**src/rtl/sseg_pkg.sv**
```systemverilog
// Shared definitions for the seven-segment scan monitor: the legal
// segment patterns (index = hex value) and the capture FSM states.
package sseg_pkg;

  localparam int N_PATTERNS = 16;

  // seg[7:1] = {a,b,c,d,e,f,g}, dp excluded
  localparam logic [6:0] SEG_PATTERNS [N_PATTERNS] = '{
    7'h7E, 7'h30, 7'h6D, 7'h79, 7'h33, 7'h5B, 7'h5F, 7'h70,
    7'h7F, 7'h7B, 7'h77, 7'h1F, 7'h4E, 7'h3D, 7'h4F, 7'h47
  };

  typedef enum logic [1:0] {
    IDLE   = 2'd0,
    SETTLE = 2'd1,
    HOLD   = 2'd2
  } scan_state_t;

endpackage

```
**src/rtl/sseg_pattern_decode.sv**
```systemverilog
// Combinational reverse lookup of a 7-bit segment pattern to its hex value.
// Unknown patterns report hit=0 and hex=0.
module sseg_pattern_decode
  import sseg_pkg::*;
(
  input  logic [6:0] pattern,
  output logic [3:0] hex,
  output logic       hit
);

  // Search the pattern table; at most one entry can match.
  always_comb begin
    hex = '0;
    hit = 1'b0;
    for (int i = 0; i < N_PATTERNS; i++) begin
      if (pattern == SEG_PATTERNS[i]) begin
        hex = 4'(i);
        hit = 1'b1;
      end
    end
  end

endmodule

```
**src/rtl/sseg_scan_monitor.sv**
```systemverilog
// Multiplexed display bus monitor: recovers per-digit hex value, dp and
// validity from shared segment lines and active-low anode enables.
//
// state  | meaning
// IDLE   | not exactly one anode low; nothing to capture
// SETTLE | single anode low, counting identical {an,seg} cycles
// HOLD   | value captured; wait for the bus to change
module sseg_scan_monitor
  import sseg_pkg::*;
#(
  parameter  int N_DIGITS       = 4,
  parameter  int STABLE_CYCLES  = 8,
  parameter  int TIMEOUT_CYCLES = 100000,
  localparam int IDX_W          = (N_DIGITS > 1) ? $clog2(N_DIGITS) : 1
) (
  input  logic                  clk,
  input  logic                  rst,
  input  logic [7:0]            seg,
  input  logic [N_DIGITS-1:0]   an,
  output logic [4*N_DIGITS-1:0] digits,
  output logic [N_DIGITS-1:0]   dps,
  output logic [N_DIGITS-1:0]   valid,
  output logic [N_DIGITS-1:0]   err,
  output logic                  upd,
  output logic [IDX_W-1:0]      upd_idx,
  output logic                  conflict
);

  localparam int CNT_W = $clog2(STABLE_CYCLES + 1);
  localparam int AGE_W = $clog2(TIMEOUT_CYCLES + 1);
  localparam int LOW_W = $clog2(N_DIGITS + 1);

  logic [N_DIGITS-1:0] an_q, an_p;
  logic [7:0]          seg_q, seg_p;
  logic                multi_q;
  logic [LOW_W-1:0]    low_cnt;
  logic [IDX_W-1:0]    sel_idx;
  logic                one_low, multi_low, changed;
  logic [3:0]          hex;
  logic                hit;
  scan_state_t         state, state_nxt;
  logic [CNT_W-1:0]    stable_cnt, cnt_nxt;
  logic                capture;
  logic [AGE_W-1:0]    age [N_DIGITS];

  // Input register plus a one-cycle-old copy for change detection.
  always_ff @(posedge clk) begin
    if (rst) begin
      an_q    <= '1;
      seg_q   <= '0;
      an_p    <= '1;
      seg_p   <= '0;
      multi_q <= 1'b0;
    end else begin
      an_q    <= an;
      seg_q   <= seg;
      an_p    <= an_q;
      seg_p   <= seg_q;
      multi_q <= multi_low;
    end
  end

  // Count low anodes and locate the selected digit.
  always_comb begin
    low_cnt = '0;
    sel_idx = '0;
    for (int i = 0; i < N_DIGITS; i++) begin
      if (!an_q[i]) begin
        low_cnt = low_cnt + LOW_W'(1);
        sel_idx = IDX_W'(i);
      end
    end
  end

  assign one_low   = (low_cnt == LOW_W'(1));
  assign multi_low = (low_cnt > LOW_W'(1));
  assign changed   = ({an_q, seg_q} != {an_p, seg_p});

  sseg_pattern_decode u_decode (
    .pattern (seg_q[7:1]),
    .hex     (hex),
    .hit     (hit)
  );

  // FSM state and debounce counter.
  always_ff @(posedge clk) begin
    if (rst) begin
      state      <= IDLE;
      stable_cnt <= '0;
    end else begin
      state      <= state_nxt;
      stable_cnt <= cnt_nxt;
    end
  end

  // Next state; the capture fires on the cycle the count reaches its target.
  always_comb begin
    state_nxt = state;
    cnt_nxt   = stable_cnt;
    capture   = 1'b0;
    case (state)
      IDLE: begin
        if (one_low) begin
          state_nxt = SETTLE;
          cnt_nxt   = CNT_W'(1);
        end else begin
          cnt_nxt = '0;
        end
      end
      SETTLE, HOLD: begin
        if (changed) begin
          if (one_low) begin
            state_nxt = SETTLE;
            cnt_nxt   = CNT_W'(1);
          end else begin
            state_nxt = IDLE;
            cnt_nxt   = '0;
          end
        end else if (state == SETTLE) begin
          cnt_nxt = stable_cnt + CNT_W'(1);
        end
      end
      default: begin
        state_nxt = IDLE;
        cnt_nxt   = '0;
      end
    endcase
    if (state_nxt == SETTLE && cnt_nxt == CNT_W'(STABLE_CYCLES)) begin
      capture   = 1'b1;
      state_nxt = HOLD;
    end
  end

  // Per-digit capture registers and refresh timers; capture beats expiry.
  always_ff @(posedge clk) begin
    if (rst) begin
      digits   <= '0;
      dps      <= '0;
      valid    <= '0;
      err      <= '0;
      upd      <= 1'b0;
      upd_idx  <= '0;
      conflict <= 1'b0;
      for (int i = 0; i < N_DIGITS; i++) age[i] <= '0;
    end else begin
      upd      <= capture;
      conflict <= multi_low && !multi_q;
      if (capture) upd_idx <= sel_idx;
      for (int i = 0; i < N_DIGITS; i++) begin
        if (capture && sel_idx == IDX_W'(i)) begin
          digits[4*i +: 4] <= hex;
          err[i]           <= !hit;
          dps[i]           <= seg_q[0];
          valid[i]         <= 1'b1;
          age[i]           <= AGE_W'(TIMEOUT_CYCLES);
        end else if (age[i] != '0) begin
          age[i] <= age[i] - AGE_W'(1);
          if (age[i] == AGE_W'(1)) valid[i] <= 1'b0;
        end
      end
    end
  end

endmodule

```
**config.mk**
```make
export PLATFORM = sky130hd
export DESIGN_NAME = sseg_scan_monitor
export DESIGN_NICKNAME = d
export VERILOG_FILES = /design/src/rtl/sseg_pkg.sv /design/src/rtl/sseg_pattern_decode.sv /design/src/rtl/sseg_scan_monitor.sv
export SDC_FILE = /design/constraint.sdc
export NUM_CORES = 1
export LEC_CHECK = 0
export BUFFER_PORTS_ARGS = -buffer_cell sky130_fd_sc_hd__buf_4
export CORE_ASPECT_RATIO = 0.6
export CORE_MARGIN = 5
export CORE_UTILIZATION = 60
export DETAILED_ROUTE_END_ITERATION = 16
export GPL_ROUTABILITY_DRIVEN = 0
export PLACE_DENSITY = 0.85
export SLEW_MARGIN = 20
export SYNTH_ARGS = -nofsm -noshare
export SYNTH_HDL_FRONTEND = slang
export SYNTH_SLANG_ARGS = --single-unit
```
**constraint.sdc**
```tcl
create_clock -name clk -period 4.1 [get_ports clk]
set_input_delay 0.41 -clock clk [delete_from_list [all_inputs] [get_ports clk]]
set_output_delay 0.41 -clock clk [all_outputs]
set_load 0.01 [all_outputs]
```
* After elaboration in Yosys (flattened, before gate mapping) *
Memory sizes are Yosys's and may differ from the RTL's.
Cells that the tools add are included.

cells by class
  add/subtract/negate cells = 8
  order comparisons = 1
  equal/unequal tests = 29
  muxes and demuxes = 98
  bitwise gates (word level) = 8
  reductions and logical operators = 28

operators with widths
  operator                                                                 number
  17-bit 2-to-1 mux                                                        8
  7-bit equality test (second input constant)                              12
  17-bit by 1-bit equality test with 1-bit output (second input constant)  4
  17-bit nonzero test                                                      4
  17-bit by 1-bit subtractor with 17-bit output (second input constant)    4
  1-bit 2-to-1 mux                                                         64
  4-bit 2-to-1 mux                                                         10
  7-bit by 6-bit equality test with 1-bit output (second input constant)   3
  3-bit 2-to-1 mux                                                         7
  2-bit nonzero test                                                       8
  2-bit 2-to-1 mux                                                         7
  12-bit != test                                                           1
  3-bit by 1-bit adder with 3-bit output (second input constant)           3
  1-bit bitwise OR                                                         8
  4-bit case mux with 2 select lines                                       1
  2-bit AND reduction                                                      4
  7-bit by 5-bit equality test with 1-bit output (second input constant)   1
  2-bit by 1-bit equality test with 1-bit output (second input constant)   3
  2-bit equality test (second input constant)                              3
  1-bit logical AND                                                        6
  4-bit by 1-bit adder with 4-bit output (second input constant)           1
  4-bit equality test (second input constant)                              1
  2-bit logical NOT                                                        2
  2-bit case mux with 2 select lines                                       1
  4 further kinds                                                          6

word-level totals
  register bits = 63
  bits in writable memories = 68
  input port bits = 14
  output and inout port bits = 32
  memories kept = 1

memory list
  memory  words  width  read ports  clocked after memory_dff  wr ports  RTL line                 RTL
  age     4      17     4           0                         4         sseg_scan_monitor.sv:44  logic [AGE_W-1:0] age [N_DIGITS];

* Depth between registers and ports, before layout *
Gate-level depths: netlist of the first run.

  depth in word-level cells = 20
  depth in mapped cells = 13
  gate-level depth less buffers = 11

* Modules after synthesis *
From an unflattened synthesis of the first run, not the netlist that was laid out.

unflattened totals
  cells, all modules = 683
  area total of the unflattened synthesis = 6849.1 um^2

by module, submodules not included
  module               times used  cells an instance  area an instance (um^2)  sequential area each (um^2)
  sseg_scan_monitor    1           630                6473.7                   3303.2
  sseg_pattern_decode  1           53                 375.4                    0.0

* Worst setup path after synthesis of the first run *
Ideal clock, no wire load.

  path type = register to register
  from = register an_q[1]
  to = memory age[0][0] (netlist name) (enable)
  library setup time = 463 ps
  arrival time = 2840 ps
  slack = 797 ps
  stages on the path, launching flop included = 11
  path through = dfxtp_1 -> inv_1 -> ha_1 -> xnor2_1 -> ha_1 -> or4b_1 -> o22ai_1 -> o21ai_1 -> buf_6 -> nand4_4 -> nand4_1

RTL lines
  element                 RTL line                 RTL
  from (decl)             sseg_scan_monitor.sv:33  logic [N_DIGITS-1:0] an_q, an_p;
  from (signal assigned)  sseg_scan_monitor.sv:55  an_q <= an;
  to (decl)               sseg_scan_monitor.sv:44

==> results of run 1 <==
## logic make-up after synthesis
group / synth area share (%)
AND/OR/NAND/NOR: 25.7
flip-flops: 48.3
AO/OA/AOI/OAI: 8.45
XOR/XNOR: 9.09
buffers and inverters: 3.79
adder cells (fa/ha/maj): 3.11
multiplexers: 1.61
## final cells by class
type,count,area [µm²]
Tap cell,144,180
Timing Repair Buffer,50,375
Clock buffer,20,468
Fill cell,818,3350
Clock inverter,12,151
Sequential cell,131,3300
Multi-Input combinational cell,516,3280
Inverter,32,120
## through the flow
| step | area, µm² | cells | power, W | hold slack (ns) | util [%] |
|---|---|---|---|---|---|
| floorplan | 6840 | 707 | 0.00339 | 0.373 | - |
| global placement | 7260 | 873 | 0.00366 | 0.380 | 64.7 |
| detailed placement | 7260 | 873 | 0.00378 | 0.391 | 64.7 |
| CTS | 7880 | 905 | 0.00539 | 0.160 | 70.2 |
| global route | 7880 | 905 | 0.00569 | 0.168 | 70.2 |
| finish | 7880 | 905 | 0.00539 | 0.170 | 70.2 |
## final timing paths
check,from,endpoint,slack [ns],cells after the start
setup / recovery,an_q[1],age[1][1],0.49,10
hold / removal,an[3],an_q[3],0.17,2
setup reg to reg,an_q[1],age[1][1],0.49,10
hold reg to reg,multi_q,conflict,0.39,1
## power groups by stage
| stage | Clock, W | Combinational [W] | Sequential, W |
|---|---|---|---|
| after detailed placement | 0 | 0.00166 | 0.00212 |
| after floorplan | 0 | 0.00136 | 0.00203 |
| final | 0.00159 | 0.00170 | 0.00210 |
| after global routing | 0.00167 | 0.00189 | 0.00214 |
| after global placement | 0 | 0.00157 | 0.00209 |
| after CTS | 0.00161 | 0.00169 | 0.00210 |
## Yosys cell counts (3+ instances only)
cell	number	area share, %
o32ai_1	12	1.5
buf_2	9	0.66
a21oi_1	30	2.2
nor2_1	100	5.5
edfxtp_1	68	30
nand2_1	64	3.5
or4_4	3	0.49
nand4_1	13	1.2
nor2b_1	21	1.9
or4_1	6	0.66
dfxtp_1	63	18
nand2b_1	8	0.73
or3_1	8	0.73
nor3b_1	3	0.33
xnor2_1	46	5.9
buf_6	3	0.49
nor4_1	13	1.2
clkbuf_1	15	0.82
or2_2	7	0.64
o21ai_0	16	1.2
xor2_1	25	3.2
nand3_1	23	1.7
nand3b_1	8	0.88
mux2i_1	11	1.6
a31oi_1	4	0.37
ha_1	17	3.1
inv_1	32	1.8
nand4b_1	4	0.51
nor3_1	20	1.5
o22ai_1	4	0.37
and3_1	4	0.37
## sequential cells by signal (all words and copies together), names as in the netlist, 2 cells and up
name        cells
seg_q           8
valid           4
digits         16
state           2
dps             4
stable_cnt      4
an_p            4
age            68
an_q            4
upd_idx         2
seg_p           8
err             4
## layer usage
metal / global-route usage (%) / up-vias / share of wire, %
li1: - / 2591 / -
met1: 33.4 / 2534 / 44
met2: 36.1 / 269 / 45
met3: 6.70 / 39 / 8.8
met4: 8.07 / 0 / 2.1
met5: 0 / - / 0
## critical path, delay by kind of cell (launching register included)
| family | cells | cell delay (ns) |
|---|---|---|
| fa+ha+maj | 2 | 0.69 |
| xor+xnor | 1 | 0.16 |
| simple gates | 3 | 1.15 |
| flops | 1 | 0.47 |
| compound gates | 2 | 0.37 |
| buf+inv | 2 | 0.35 |
==> key figures, run 1 <==
Worst setup path
  – Crit Path Category: flop to flop
  – Critical Path Most Common Cell: ha_1
  – Worst Path Arrival: 3.61 ns
  – Startpoint types: flop
  – Req. time, crit path: 4.10 ns
  – Crit-path slowest cell: or4b_1
  – Worst Path Max Fanout: 17
  – CP peak stage delay: 0.50 ns
  – Crit-path cells: inv_1, ha_1, xnor2_1, ha_1, or4b_1, o22ai_1, o21ai_1, buf_4, nand4_1, nand2_1
  – Critical Path End Type: flop

Yosys
  – Synth Warn #: 0
  – Synthesized area: 6840 µm²
  – Flops & latches, synth: 131
  – Net Count, Synth: 738
  – Ys async rst share: 0%
  – Syn Inst Count: 707
  – Main flop type after synthesis: edfxtp_1
  – Avg Synthesized Cell Area: 9.68 µm²
  – Number of distinct library cells after synthesis: 65
  – Post-synth EDFFs: 68
  – Register area share after synthesis: 48.3%

Route
  – Post-detailed-route count of antenna-violating nets: 0
  – Pre-antenna DRT Iters: 5
  – Drt drc: 0
  – Vias: 5433
  – Vias per cell: 6.00
  – Starting DRT DRC Count: 429
  – Routed len/inst: 17.6 µm
  – Final WL: 16000 µm

Timing
  – RSZ-0062 raised after global routing: no
  – Final setup TNS: 0 ns
  – Worst slew margin: 43.8%
  – Worst Skew: 0.00881 ns
  – Finish-stage setup viols: 0
  – Post-route setup slack: 0.492 ns
  – Hold Fails Final Rpt: 0
  – Final worst-path cycle share: 88.0%
  – FMAX: 277 MHz
  – Tmin final: 3.61 ns
  – Worst slew pin tran: 0.831 ns
  – Count of final max-slew check failures: 0

Global routing
  – Largest net degree at the start of global routing: 75
  – Vias in the first global route: 5194
  – Antenna violations before repair: 0
  – GR Overflow Total: 0
  – Global-route wire length before repair: 26000 µm
  – GRT Total Usage: 24.0%

Clock tree
  – Clock Tree Buf Depth: 2
  – CTS Buf Count: 17
  – Gates resized, CTS repair: 0
  – H-Tree Depth: 4
  – Setup bufs post-CTS: 0
  – Reg clk slew, reported paths: 0.06 ns
  – CTS tree: done
  – CTS root buf: clkbuf_16
  – TritonCTS Sinks: 131
  – Number of hold buffers added after CTS: 0
  – Insertion delay to the later sink of the worst-skew pair: 0.42 ns

Cells and area
  – Commonest non-fill, non-tap cell in the layout: nor2_1
  – Area delta synth->final: 15.1%
  – Layout cells sized above 1: 13.8%
  – Diodes inserted: 0
  – Most frequent cells in the layout: nor2_1, edfxtp_1, nand2_1
  – Net count, final: 779

Status
  – Status: finished clean

Die
  – Std-Cell Rows: 30
  – Num ports: 46
  – Die ar.: 13700 µm²
  – Die height: 92.7 µm
  – Core Box Area: 11200 µm²
  – Starting Density: 61.0%
  – Die Wd: 148 µm

Power
  – Flop pwr share: 39.0%
  – Max VDD drop: 0.456 mV
  – Sw frac: 34.5%
  – Logic pwr share: 31.5%
  – Clk pwr share: 29.5%
  – Internal power: 0.00353 W
  – PD cells: 684 nW/µm²
  – Sw power: 0.00186 W
  – P_leak: 3.17 nW

Worst hold path
  – HP Class: primary input to flop

Place
  – Pre-CTS WS: 0.553 ns
  – Input/output buffers: 45
  – DP HPWL: 11200 µm

Flow run
  – Max-Cap Viols: 0
Power figures use the tool's default switching activity.
==> run 2, diff against run 1 <==
--- a/config.mk
+++ b/config.mk
@@ -8,8 +8,10 @@
 export BUFFER_PORTS_ARGS = -buffer_cell sky130_fd_sc_hd__buf_4
+export CELL_PAD_IN_SITES_DETAIL_PLACEMENT = 1
+export CELL_PAD_IN_SITES_GLOBAL_PLACEMENT = 1
 export CORE_ASPECT_RATIO = 0.6
 export CORE_MARGIN = 5
-export CORE_UTILIZATION = 60
+export CORE_UTILIZATION = 48
 export DETAILED_ROUTE_END_ITERATION = 16
 export GPL_ROUTABILITY_DRIVEN = 0
-export PLACE_DENSITY = 0.85
+export PLACE_DENSITY = 0.87
 export SLEW_MARGIN = 20
==> constraint.sdc (replaced) <==
create_clock -name clk -period 4.1 [get_ports clk]
set_input_delay 0.205 -clock clk [delete_from_list [all_inputs] [get_ports clk]]
set_output_delay 0.205 -clock clk [all_outputs]
set_load 0.01 [all_outputs]
==> key figures, run 2 (same netlist as run 1, synthesis figures left out) <==
Worst setup path
  – CP peak stage delay: 0.52 ns (+0.02 ns)
  – Crit Path Category: flop to flop
  – Critical Path Most Common Cell: ha_1
  – Critical Path End Type: flop
  – Startpoint types: flop
  – Crit-path cells: inv_1, ha_1, xnor2_1, ha_1, or4b_1, o22ai_1, o21ai_1, buf_4, and4b_1, nand3_1, nand2_1
  – Reg2Reg Launch Point: an_q[1]
  – Req. time, crit path: 4.27 ns (+0.17 ns)
  – R2r setup slk: 0.31 ns (-0.18 ns)
  – Crit-path slowest cell: or4b_1
  – Worst Path Arrival: 3.96 ns (+0.35 ns)
  – Worst Path Max Fanout: 8 (-9)
  – Worst setup path startpoint: an_q[1]

Cells and area
  – Layout cells sized above 1: 14.4% (+0.60 points)
  – Net count, final: 796 (+2.2%)
  – Post-route cell area: 8040 µm² (+2.0%)
  – Commonest non-fill, non-tap cell in the layout: nor2_1
  – Area delta synth->final: 17.4%
  – Most frequent cells in the layout: nor2_1, edfxtp_1, nand2_1
  – Largest reg by FF count: age
  – Largest registers: age x68, digits x16
  – Diodes inserted: 0 (unchanged)
  – Max reg flops: 68 (unchanged)

Route
  – Vias per cell: 5.94 (-0.98%)
  – Vias: 5766 (+6.1%)
  – Starting DRT DRC Count: 471 (+9.8%)
  – Routed len/inst: 21.6 µm (+23%)
  – Drt drc: 0 (unchanged)
  – Pre-antenna DRT Iters: 5 (unchanged)
  – Final WL: 21000 µm (+32%)
  – Post-detailed-route count of antenna-violating nets: 0 (unchanged)

Die
  – Core Box Area: 13800 µm² (+23%)
  – Die height: 102 µm (+11%)
  – Num ports: 46 (unchanged)
  – Std-Cell Rows: 33 (+10%)
  – Die ar.: 16800 µm² (+23%)
  – Starting Density: 49.6% (-11 points)
  – Die Wd: 164 µm (+11%)

Worst hold path
  – HP Start: seg[7]
  – HP Class: primary input to flop

Global routing
  – GR Overflow Total: 0 (unchanged)
  – Largest net degree at the start of global routing: 46 (-39%)
  – Antenna violations before repair: 0 (unchanged)
  – GRT Total Usage: 26.0% (+2.0 points)
  – Vias in the first global route: 6133 (+18%)
  – Global-route wire length before repair: 33700 µm (+30%)

Power
  – P_leak: 3.22 nW (+1.5%)
  – Sw frac: 36.7% (+2.2 points)
  – Internal power: 0.00343 W (-3.0%)
  – PD cells: 674 nW/µm² (-1.6%)
  – Flop pwr share: 39.0% (about the same)
  – Tot Pwr: 0.00541 W (+0.41%)
  – Logic pwr share: 33.1% (+1.6 points)
  – Sw power: 0.00198 W (+6.8%)
  – Max VDD drop: 0.264 mV (-42%)
  – Clk pwr share: 27.9% (-1.6 points)

Timing
  – Worst Skew: 0.00542 ns (-0.00340 ns)
  – Worst slew margin: 36.8% (-7.0 points)
  – FMAX: 264 MHz (-4.8%)
  – Tmin final: 3.79 ns (+0.183 ns)
  – Finish-stage setup viols: 0 (unchanged)
  – Final setup TNS: 0 ns (unchanged)
  – Hold Fails Final Rpt: 0 (unchanged)
  – Final worst-path cycle share: 92.5% (+4.5 points)
  – Worst slew pin tran: 0.935 ns (+0.104 ns)
  – RSZ-0062 raised after global routing: no
  – Count of final max-slew check failures: 0 (unchanged)

Clock tree
  – CTS root buf: clkbuf_16
  – Insertion delay to the later sink of the worst-skew pair: 0.43 ns (about the same)
  – Clock Tree Buf Depth: 2 (unchanged)
  – CTS tree: done
  – H-Tree Depth: 4 (unchanged)
  – TritonCTS Sinks: 131 (unchanged)
  – Reg clk slew, reported paths: 0.06 ns (about the same)
  – Gates resized, CTS repair: 0 (unchanged)
  – CTS Buf Count: 17 (unchanged)

Status
  – Status: finished clean

Place
  – DP HPWL: 13700 µm (+22%)
  – Input/output buffers: 45 (unchanged)
  – Placed inst area: 7380 µm² (+1.7%)

Flow run
  – Max-Cap Viols: 0 (unchanged)
## run 2: worst paths after layout
check,end,cells past startpoint
max,age[0][5],11
min,seg_q[7],2
max reg2reg,age[0][5],11
min reg2reg,conflict,1
## run 2: power by group through the flow
stage	Clock [W]	Combinational (W)	Sequential [W]
floorplan	0	0.00136	0.00203
global placement	0	0.00161	0.00209
detailed placement	0	0.00174	0.00212
CTS	0.00150	0.00178	0.00211
global route	0.00159	0.00198	0.00215
finish	0.00151	0.00179	0.00211
## run 2: final cells by class
cell class / instances / area [µm²]
timing repair buffer: 67 / 526
inverter: 32 / 120
tap: 192 / 240
sequential: 131 / 3300
multi-input combinational: 516 / 3280
clock buffer: 17 / 425
fill: 1567 / 5760
clock inverter: 15 / 141
## run 2: what timing repair did
action                                 CTS  global route
buffers inserted                         0             0
endpoints found under the hold margin    9             0
hold buffers                             9             0
## run 2: metal layers
layer	GRT usage [%]	vias to the layer above	part of all wire, %	wire length, µm
met2	44.2	204	48	10200
met1	32.7	2889	44	9170
li1	-	2620	-	-
met5	0	-	0	0
met4	10.4	0	2.5	523
met3	5.36	53	5.3	1120
## run 2: through the flow
step	utilization, %	instances	hold slack [ns]	setup slack [ns]
finish	58.3	970	0.0212	0.308
global route	58.3	970	0.0289	0.0536
CTS	58.3	970	0.00253	0.330
detailed placement	53.5	929	0.390	0.388
global placement	53.5	929	0.388	0.701
floorplan	-	707	0.309	0.797
## run 2: critical path: cells and delay by family (launching register included)
kind / cells / cell delay, ns
AND/OR/NAND/NOR: 4 / 1.16
adder cells (fa/ha/maj): 2 / 0.68
flip-flops: 1 / 0.49
XOR/XNOR: 1 / 0.21
buffers and inverters: 2 / 0.44
AO/OA/AOI/OAI: 2 / 0.52
==> run 3, diff against run 2 <==
--- a/config.mk
+++ b/config.mk
@@ -12,6 +12,6 @@
 export CORE_MARGIN = 5
-export CORE_UTILIZATION = 48
+export CORE_UTILIZATION = 23
 export DETAILED_ROUTE_END_ITERATION = 16
 export GPL_ROUTABILITY_DRIVEN = 0
-export PLACE_DENSITY = 0.87
+export PLACE_DENSITY = 0.51
 export SLEW_MARGIN = 20
==> constraint.sdc (replaced) <==
create_clock -name clk -period 4.1 [get_ports clk]
set_input_delay 0.615 -clock clk [delete_from_list [all_inputs] [get_ports clk]]
set_output_delay 0.615 -clock clk [all_outputs]
set_load 0.01 [all_outputs]
==> key figures, run 3 (same netlist as run 1, synthesis figures left out) <==
Power
  – Logic pwr share: 32.5% (-0.6 points)
  – Internal power: 0.00339 W (-0.98%)
  – Sw power: 0.00186 W (-6.5%)
  – PD cells: 639 nW/µm² (-5.1%)
  – P_leak: 3.20 nW (-0.69%)
  – Clk pwr share: 27.7% (-0.2 points)
  – Sw frac: 35.3% (-1.3 points)
  – Tot Pwr: 0.00525 W (-3.0%)
  – Flop pwr share: 39.8% (+0.8 points)
  – Max VDD drop: 0.231 mV (-12%)

Place
  – Input/output buffers: 45 (unchanged)
  – Placed inst area: 7650 µm² (+3.7%)
  – DP HPWL: 13700 µm (-0.22%)

Clock tree
  – TritonCTS Sinks: 131 (unchanged)
  – Number of hold buffers added after CTS: 0 (-9)
  – Insertion delay to the later sink of the worst-skew pair: 0.43 ns (about the same)
  – H-Tree Depth: 4 (unchanged)
  – Reg clk slew, reported paths: 0.06 ns (about the same)
  – CTS tree: done
  – Clock Tree Buf Depth: 2 (unchanged)
  – CTS Buf Count: 17 (unchanged)
  – CTS root buf: clkbuf_16
  – Gates resized, CTS repair: 0 (unchanged)
  – Setup bufs post-CTS: 0 (unchanged)

Route
  – Post-detailed-route count of antenna-violating nets: 0 (unchanged)
  – Vias per cell: 4.45 (-25%)
  – Vias: 5205 (-9.7%)
  – Final WL: 18600 µm (-11%)
  – Drt drc: 0 (unchanged)
  – Routed len/inst: 15.9 µm (-26%)
  – Starting DRT DRC Count: 192 (-59%)
  – Pre-antenna DRT Iters: 4 (-1)

Global routing
  – Global-route wire length before repair: 30700 µm (-8.8%)
  – GR Layer Usage met3: 4.09% (-1.3 points)
  – Largest net degree at the start of global routing: 45 (-2.2%)
  – Grt met2 use: 16.0% (-28 points)
  – GR peak layer: met1
  – Met1 Use GR: 18.0% (-15 points)
  – Vias in the first global route: 5387 (-12%)
  – Antenna violations before repair: 0 (unchanged)
  – GR Overflow Total: 0 (unchanged)
  – GRT Total Usage: 11.8% (-14 points)

Cells and area
  – Max reg flops: 68 (unchanged)
  – Diodes inserted: 0 (unchanged)
  – Largest registers: age x68, digits x16
  – Commonest non-fill, non-tap cell in the layout: nor2_1
  – Net count, final: 787 (-1.1%)
  – Most frequent cells in the layout: nor2_1, edfxtp_1, nand2_1
  – Area delta synth->final: 20.1%
  – Post-route cell area: 8210 µm² (+2.2%)
  – Layout cells sized above 1: 14.8% (+0.43 points)
  – Largest reg by FF count: age

Worst hold path
  – HP Class: primary input to flop

Timing
  – Worst slew pin tran: 1.11 ns (+0.172 ns)
  – Tmin final: 3.78 ns (-0.00991 ns)
  – Finish-stage setup viols: 0 (unchanged)
  – RSZ-0062 raised after global routing: no
  – Hold Fails Final Rpt: 0 (unchanged)
  – Final worst-path cycle share: 92.2% (-0.24 points)
  – FMAX: 264 MHz (+0.26%)
  – Worst slew margin: 25.7% (-11 points)
  – Count of final max-slew check failures: 0 (unchanged)
  – Worst Skew: 0.0194 ns (+0.0140 ns)
  – Final setup TNS: 0 ns (unchanged)
  – Worst hold slack: 0.367 ns (+0.345 ns)

Worst setup path
  – Critical Path End Type: flop
  – Crit Path Category: flop to flop
  – Startpoint types: flop
  – Req. time, crit path: 4.36 ns (+0.09 ns)
  – Worst Path Max Fanout: 11 (+3)
  – Worst Path Arrival: 4.04 ns (+0.08 ns)

Die
  – Die Wd: 233 µm (+42%)
  – Starting Density: 23.6% (-26 points)
  – Die height: 144 µm (+40%)
  – Std-Cell Rows: 48 (+45%)
  – Die ar.: 33400 µm² (+99%)
  – Core Box Area: 29000 µm² (+110%)
  – Num ports: 46 (unchanged)

Status
  – Status: finished clean

Flow run
  – Max-Cap Viols: 0 (unchanged)
==> run 3: cell types whose count changed in the layout (fill, tap and decap cells not counted), sizes merged <==
cell / delta
bufinv: -2
clkinv: -6
clkinvlp: -1
inv: +4
dlygate4sd3: -9
clkbuf: +5
==> run 3: power by group through the flow <==
stage / Clock [W] / Sequential (W) / Combinational [W]
2_1_floorplan: 0 / 0.00203 / 0.00136
3_3_place_gp: 0 / 0.00212 / 0.00171
3_5_place_dp: 0 / 0.00212 / 0.00171
4_1_cts: 0.00151 / 0.00210 / 0.00173
5_1_grt: 0.00159 / 0.00214 / 0.00194
6_report: 0.00145 / 0.00209 / 0.00170
==> run 3: path summary, 6_finish.rpt <==
kind | start | end | slack, ns | cells after the start
setup / recovery | an_q[1] | age[3][7] | 0.32 | 10
hold / removal | an[3] | an_q[3] | 0.37 | 2
setup reg to reg | an_q[1] | age[3][7] | 0.32 | 10
hold reg to reg | multi_q | conflict | 0.41 | 1
==> run 3: through the flow <==
step | util [%] | setup WS [ns] | std cells
2_1_floorplan | - | 0.797 | 707
3_3_place_gp | 26.4 | 0.412 | 1137
3_5_place_dp | 26.4 | 0.335 | 1137
4_1_cts | 28.3 | 0.303 | 1169
5_1_grt | 28.3 | 0.0335 | 1169
6_report | 28.3 | 0.318 | 1169
==> run 3: cell type report <==
type	count	area, µm²
clock inverter	10	67.6
timing repair buffer	58	448
multi-input combinational	516	3280
tap	400	500
clock buffer	22	495
sequential	131	3300
fill	3339	20800
inverter	32	120
==> run 3: layer usage <==
| layer | vias to the layer above | wire, µm | part of all wire [%] |
|---|---|---|---|
| met1 | 2520 | 10500 | 56 |
| met3 | 4 | 688 | 3.7 |
| met2 | 67 | 7340 | 40 |
| met5 | - | 0 | 0 |
| li1 | 2614 | - | - |
| met4 | 0 | 88 | 0.47 |
==> run 3: critical path, cell delays in order, from the launching register on <==
cell      delay (ns)
dfxtp_1         0.49
inv_1           0.15
ha_1            0.37
xnor2_1         0.18
ha_1            0.23
xor2_1          0.15
o22ai_1         0.12
o21ai_1         0.88
and4_1          0.57
nand2b_1        0.25
a21oi_1         0.22
